<file path="config.mk">
export PLATFORM = sky130hd
export DESIGN_NAME = param_register_file
export DESIGN_NICKNAME = d
export VERILOG_FILES = /design/src/rtl/rf_pkg.sv /design/src/rtl/rf_init_seq.sv /design/src/rtl/param_register_file.sv
export SDC_FILE = /design/constraint.sdc
export NUM_CORES = 1
export LEC_CHECK = 0
export CAP_MARGIN = 20
export CORE_UTILIZATION = 55
export DETAILED_ROUTE_END_ITERATION = 8
export PLACE_DENSITY_LB_ADDON = 0.2
export SETUP_SLACK_MARGIN = 0.02
export SYNTH_ARGS = -nofsm -noshare
export SYNTH_HDL_FRONTEND = slang
export SYNTH_HIERARCHICAL = 1
export SYNTH_SLANG_ARGS = --single-unit
</file>
<file path="constraint.sdc">
create_clock -name clk -period 5.1 [get_ports clk]
set_input_delay 0.765 -clock clk [delete_from_list [all_inputs] [get_ports clk]]
set_output_delay 0.765 -clock clk [all_outputs]
set_load 0.1 [all_outputs]
</file>
<file path="src/rtl/rf_pkg.sv">
// Shared types and helpers for the parametrised register file.
//
// Contents:
//   rf_state_t   - sequencer state: INIT (preset load running) or READY.
//   rf_init_val  - preset value for entry idx, i.e. (idx + 1) truncated to width bits.
package rf_pkg;

  typedef enum logic {
    INIT  = 1'b0,
    READY = 1'b1
  } rf_state_t;

  // Result is 32 bits wide; callers cast it to their data width. For width >= 32 the
  // value is returned unmasked, and wider callers zero-extend it.
  function automatic logic [31:0] rf_init_val(input int unsigned idx, input int unsigned width);
    logic [31:0] val;
    val = idx + 32'd1;
    if (width < 32) begin
      val = val & ((32'd1 << width) - 32'd1);
    end
    return val;
  endfunction

endpackage

</file>
<file path="src/rtl/rf_init_seq.sv">
// Self-initialisation sequencer for param_register_file.
//
// After every reset it walks the counter from 0 to DEPTH-1, issuing one preset write per
// cycle, and then parks in READY.
//
// Ports:
//   clk        in   rising-edge clock
//   rst        in   synchronous active-high reset
//   init_we    out  preset write strobe (high for the whole INIT phase)
//   init_addr  out  preset write address
//   init_data  out  preset write data, rf_init_val(init_addr)
//   ready      out  registered; high from the first READY cycle on
module rf_init_seq
  import rf_pkg::*;
#(
  parameter int unsigned WIDTH = 8,
  parameter int unsigned DEPTH = 8,
  localparam int unsigned AW = $clog2(DEPTH)
) (
  input  logic             clk,
  input  logic             rst,
  output logic             init_we,
  output logic [AW-1:0]    init_addr,
  output logic [WIDTH-1:0] init_data,
  output logic             ready
);

  localparam logic [AW-1:0] LastIdx = AW'(DEPTH - 1);

  rf_state_t       state;
  logic [AW-1:0]   cnt;

  // Single-process FSM; ready is registered alongside the state.
  always_ff @(posedge clk) begin
    if (rst) begin
      state <= INIT;
      cnt   <= '0;
      ready <= 1'b0;
    end else begin
      unique case (state)
        INIT: begin
          if (cnt == LastIdx) begin
            state <= READY;
            ready <= 1'b1;
          end else begin
            cnt <= cnt + 1'b1;
          end
        end
        READY: begin
          ready <= 1'b1;
        end
        default: begin
          state <= INIT;
          cnt   <= '0;
          ready <= 1'b0;
        end
      endcase
    end
  end

  always_comb begin
    init_we   = (state == INIT);
    init_addr = cnt;
    init_data = WIDTH'(rf_init_val(32'(cnt), WIDTH));
  end

endmodule

</file>
<file path="src/rtl/param_register_file.sv">
// Parametrised WIDTH x DEPTH register file: two registered read ports, one write port.
// After each reset the contents are reloaded with presets (entry i = i+1) by rf_init_seq;
// external accesses are honoured only once ready is high.
//
// Ports:
//   clk, rst          clock, synchronous active-high reset
//   we, waddr, wdata  write port (out-of-range or pre-ready writes are dropped, werr pulses)
//   re, raddr1/2      read enable (both ports) and read addresses
//   rdata1/2, rvalid  registered read data, valid the cycle after an accepted read
//   ready             initialisation complete
//   werr              one-cycle pulse for each dropped write
//
// Build option: define RF_FORWARD_EN to forward wdata onto a read port whose address
// collides with an in-range write in the same cycle; otherwise reads return old content.
module param_register_file
  import rf_pkg::*;
#(
  parameter int unsigned WIDTH = 8,
  parameter int unsigned DEPTH = 8,
  localparam int unsigned AW = $clog2(DEPTH)
) (
  input  logic             clk,
  input  logic             rst,
  input  logic             we,
  input  logic [AW-1:0]    waddr,
  input  logic [WIDTH-1:0] wdata,
  input  logic             re,
  input  logic [AW-1:0]    raddr1,
  input  logic [AW-1:0]    raddr2,
  output logic [WIDTH-1:0] rdata1,
  output logic [WIDTH-1:0] rdata2,
  output logic             rvalid,
  output logic             ready,
  output logic             werr
);

  // One extra bit so DEPTH itself is representable for the range compares.
  localparam logic [AW:0] DepthW = (AW + 1)'(DEPTH);

  logic [WIDTH-1:0] mem [DEPTH];

  logic             init_we;
  logic [AW-1:0]    init_addr;
  logic [WIDTH-1:0] init_data;

  logic             waddr_ok, raddr1_ok, raddr2_ok;
  logic             ext_wr;
  logic             mem_we;
  logic [AW-1:0]    mem_addr;
  logic [WIDTH-1:0] mem_data;
  logic [WIDTH-1:0] rd1, rd2;
  logic             werr_d;

  rf_init_seq #(
    .WIDTH (WIDTH),
    .DEPTH (DEPTH)
  ) u_init_seq (
    .clk       (clk),
    .rst       (rst),
    .init_we   (init_we),
    .init_addr (init_addr),
    .init_data (init_data),
    .ready     (ready)
  );

  always_comb begin
    waddr_ok  = ({1'b0, waddr} < DepthW);
    raddr1_ok = ({1'b0, raddr1} < DepthW);
    raddr2_ok = ({1'b0, raddr2} < DepthW);
    ext_wr    = ready & we & waddr_ok;
    // While not ready a write is dropped regardless of address.
    werr_d    = we & (~ready | ~waddr_ok);
  end

  // The sequencer owns the array during INIT; ready and init_we are mutually exclusive.
  always_comb begin
    mem_we   = init_we | ext_wr;
    mem_addr = init_we ? init_addr : waddr;
    mem_data = init_we ? init_data : wdata;
  end

  // Storage is deliberately not reset; the sequencer reloads it after every reset.
  always_ff @(posedge clk) begin
    if (mem_we) begin
      mem[mem_addr] <= mem_data;
    end
  end

  always_comb begin
    rd1 = '0;
    rd2 = '0;
    if (raddr1_ok) begin
      rd1 = mem[raddr1];
    end
    if (raddr2_ok) begin
      rd2 = mem[raddr2];
    end
`ifdef RF_FORWARD_EN
    // ext_wr already excludes out-of-range writes, so those are never forwarded.
    if (ext_wr && (raddr1 == waddr)) begin
      rd1 = wdata;
    end
    if (ext_wr && (raddr2 == waddr)) begin
      rd2 = wdata;
    end
`endif
  end

  always_ff @(posedge clk) begin
    if (rst) begin
      rdata1 <= '0;
      rdata2 <= '0;
      rvalid <= 1'b0;
      werr   <= 1'b0;
    end else begin
      werr <= werr_d;
      if (ready && re) begin
        rdata1 <= rd1;
        rdata2 <= rd2;
        rvalid <= 1'b1;
      end else begin
        rvalid <= 1'b0;
      end
    end
  end

endmodule

</file>
---- After elaboration in Yosys (flattened, before gate mapping) ----
Memories as Yosys holds them, arrays and structs flattened. A register that Yosys moved wholly into a read port is not among the register bits.
Cells that the tools add are included.
word-level totals
  memories ................................ 1
  bits in writable memories ............... 64
  bits of input ports ..................... 21
  register bits ........................... 7
memory list
  name  depth  bits a word  read ports  clocked after memory_dff  write ports  RTL line                   text
  mem   8      8            2           2                         1            param_register_file.sv:40  logic [WIDTH-1:0] mem [DEPTH];
cells by class
  add/sub/neg operators ................... 2
  reduce and logical (&&, ||, !) cells .... 2
  muxes and demuxes ....................... 9
  equal/unequal tests ..................... 2
  bitwise logic cells ..................... 6
operators with widths
  cell                                           count
  2-to-1 mux 8 bit                               1
  2-to-1 mux 1 bit                               6
  adder 3 x 1 -> 4 bit, second input constant    1
  adder 3 x 1 -> 3 bit, second input constant    1
  equality test 3 bit, second input constant     1
  2-to-1 mux 3 bit                               1
  inverter 1 bit                                 3
  AND 1 bit                                      2
  != test 2 x 1 -> 1 bit, second input constant  1
  case mux 1 bit (2 select lines)                1
  AND reduction 2 bit                            1
  logical AND 1 bit                              1
  OR 1 bit                                       1

---- Logic depth before layout (Yosys ltp) ----
  depth in word-level cells ............... 4
  mapped depth ............................ 6
  depth with buffers taken out ............ 4

---- By module ----
The synthesis kept the hierarchy.
modules (own cells, without submodules)
  module               cells an instance  instances  area each (µm²)
  param_register_file  293                1          3931.3
  rf_init_seq          28                 1          242.7

---- Worst setup path after synthesis ----
OpenSTA, ideal clock, no wires.
  kind .................................... reg2reg
  start ................................... reg u_init_seq.ready
  end ..................................... mem mem[0][0] (enable)
  data required time ...................... 4.730 ns
  cell stages (with the launch flop) ...... 3
  buffers on the path ..................... 0
  clock period less this slack ............ 2.137 ns
  setup slack ............................. 2.963 ns
  arrival ................................. 1.767 ns
  cell sequence ........................... dfxtp_1 -> a32oi_1 -> nor2_1
on the way
  word-level cells in the longest chain between the ends .. 4
ends and longest elaborated chain
  element                                 RTL line                   text
  start, declared                         rf_init_seq.sv:25          output logic ready
  start signal, assigned                  rf_init_seq.sv:38          ready <= 1'b0;
  start signal, assigned                  rf_init_seq.sv:44          ready <= 1'b1;
  start signal, assigned                  rf_init_seq.sv:50          ready <= 1'b1;
  AND 1 bit                               param_register_file.sv:70  ext_wr = ready & we & waddr_ok;
  OR 1 bit                                param_register_file.sv:77  mem_we = init_we | ext_wr;
  2-to-1 mux 1 bit                        param_register_file.sv:84  if (mem_we) begin
  2-to-1 mux 1 bit (not written as such)  param_register_file.sv:85  mem[mem_addr] <= mem_data;
  end, declared                           param_register_file.sv:40
Every way passes these cells.

---- Worst setup path after layout ----
  start ................................... reg u_init_seq.ready
  end ..................................... out ready
RTL lines
  element        RTL line                   text
  end, declared  param_register_file.sv:33  output logic ready,
No word-level cell between the ends.

==> reports/results.tsv <==
metric	value	unit
ant_nets	0	
clkLatencyLatePin	0.36	ns
cp_cell_sequence	clkdlybuf4s50_1	
hold_depth	2	
min_to	rdata2[7]	
cpPeakStageDelay	1.20	ns
ys_seq_area_share	57.07	%
reg2regPathDepth	4	
final_nets	373	
cts-root-buf	clkbuf_8	
drt-vias-per-instance	5.930	
end_kind	primary output	
crit_arrival	2.09	ns
synth.distinct_cells	30	
die-area	0.007941	mm²
place_congestion	0.8581	
cp-start-kind	flip-flop	
cts_made_buffers	9	
grt_pass1_wl	13900	µm
p_leak	1.682	nW
die_w	89.12	µm
reg2reg_slack	2.96	ns
setup_violations	0	
hp-class	flip-flop to flip-flop	
placedCellCount	438	
area_growth	12.53	%
synth_top_family_by_area	multiplexers	
grtUsageMet1	35.63	%
fin_util	64.41	%
cts_hold_buffers	0	
grtUsageMet2	37.82	%
period_share	56.06	%
path_buf_inv	1	
maxSlewViolCount	0	
start_util	57.24	%
ir_drop	0.0002077	V
clkTransAtPathRegs	0.08	ns
clk_path_buf_depth	2	
finalWirelength	9252	µm
max_cap_violations	0	
firstDrtPassIters	5	
syn_area_per_cell	13.00	µm²
tritoncts	yes	
hpwl	6589	µm
yosysWarnings	6	
synth_mux_area_share	17.51	%
synth_compound_area_share	9.442	%
routedWlPerCell	20.38	µm
postCtsSetupBuffers	0	
worst_ep_required_time	4.34	ns
syn_inst	321	
power.density	326.7	mW/mm²
fmax	0.3498	GHz
drive_gt1_share	9.577	%
tns	0	ns
grt_max_degree	33	
syn-cell-area	0.004174	mm²
fin_skew	0.01088	ns
cts-resized-gates	0	
power	1.534	mW
n_antenna_cell	0	
stdcell_count	454	
most-common-layout-cells	64 x mux2i_1, 64 x edfxtp_1, 37 x clkdlybuf4s50_1	
final_area	0.004697	mm²
fp.dieH	89.12	µm
grt_overflow	0	
drc	0	
dpl_cell_area	0.004477	mm²
synth-simple-area-share	9.562	%
num_rows	31	
port_buffers	39	
use_met3	5.355	%
finalHoldViolations	0	
crit_slowest_cell	clkdlybuf4s50_1	
worst_pin_slew	0.9811	ns
hold_path.startpoint	rdata2[7]	
path_delay_family	buffers and inverters	
synthAdderAreaFrac	0.5995	%
max_slew_margin	34.39	%
crit-reg2reg-capture	mem[0][0]	
fin_crit	2.859	ns
grt_use_total	25.21	%
path_max_fanout	7	
top_usage_layer	met2	
grt_pass1_vias	2514	
htree_levels	3	
core_area	0.007292	mm²
pin_count	40	
timing.rr.start	u_init_seq/state	
antenna_found_initial	0	
first_iter_violations	242	
criticalPathCategory	flip-flop to primary output	
rsz0062_at_grt	no	
synth_xor_area_share	0	%
clkSinkCount	87	
ys_ff_latch	87	
num_vias	2692	
status	finished clean	
metal layers:
layer,vias to the layer above,routed length (µm)
met5,-,0
met4,0,243
met3,21,655
met2,124,4139
met1,1287,4213
li1,1260,-
power by group:
part | internal (mW) | leakage [nW] | switching [mW] | total (mW)
clock | 0.280 | 0.104 | 0.256 | 0.536
sequential | 0.804 | 0.778 | 0.0225 | 0.827
combinational | 0.0640 | 0.801 | 0.108 | 0.172
total | 1.15 | 1.68 | 0.387 | 1.53
registers in the layout, indices dropped and copies added, names as in the netlist:
signal                count
mem                      64
rdata1                    8
rdata2                    8
rvalid                    1
u_init_seq/init_addr      3
u_init_seq/ready          1
u_init_seq/state          1
werr                      1
synth_stat cells (all sizes together):
cell | number | area (µm²)
nand3 | 1 | 5.000
nor3 | 18 | 170.2
a22oi | 32 | 240.2
nor2b | 4 | 25.02
nor2 | 35 | 131.4
nand2 | 3 | 11.26
inv | 5 | 18.77
and3 | 1 | 6.260
mux2i | 64 | 640.6
and2 | 3 | 18.77
o21ai | 3 | 15.01
edfxtp | 64 | 1922
or3 | 1 | 6.260
o32a | 1 | 10.01
clkbuf | 6 | 22.52
a21oi | 21 | 105.1
mux2 | 8 | 90.09
dfxtp | 23 | 460.4
ha | 2 | 25.02
or3b | 2 | 17.52
conb | 1 | 3.750
a31oi | 1 | 6.260
nor3b | 1 | 7.510
a32oi | 2 | 17.52
buf | 19 | 197.7
worst max-delay path by stage:
| stage | from | endpoint | slack, ns | cells past startpoint |
|---|---|---|---|---|
| 4_1_cts | u_init_seq/ready | ready | 2.25 | 1 |
| 3_5_place_dp | waddr[1] | mem[3][0] | 2.53 | 4 |
| 2_1_floorplan | u_init_seq/ready | mem[0][0] | 2.96 | 2 |
| 5_1_grt | u_init_seq/ready | ready | 2.21 | 1 |
| 6_report | u_init_seq/ready | ready | 2.24 | 1 |
| 3_3_place_gp | waddr[1] | mem[3][0] | 2.52 | 4 |
through the flow:
step / worst slack [ns] / hold WS, ns
2_1_floorplan: 2.963 / 0.5022
3_3_place_gp: 2.524 / 0.5149
3_5_place_dp: 2.525 / 0.5200
4_1_cts: 2.247 / 0.5320
5_1_grt: 2.208 / 0.5422
6_report: 2.241 / 0.5266
area by class of cell:
class	instances	area (µm²)
Clock buffer	10	127.6
Inverter	5	18.77
Fill cell	586	2595
Clock inverter	6	92.59
Timing Repair Buffer	40	387.9
Sequential cell	87	2382
Multi-Input combinational cell	207	1564
Tap cell	99	123.9
cell families (layout without fill, tap and decap cells):
kind of cell / count (synthesis) / after routing
flip-flops: 87 / 87
multiplexers: 72 / 72
AND/OR/NAND/NOR: 69 / 69
AO/OA/AOI/OAI: 60 / 60
buffers and inverters: 30 / 61
adder cells (fa/ha/maj): 2 / 2
other: 1 / 4
Power figures use the tool's default switching activity.
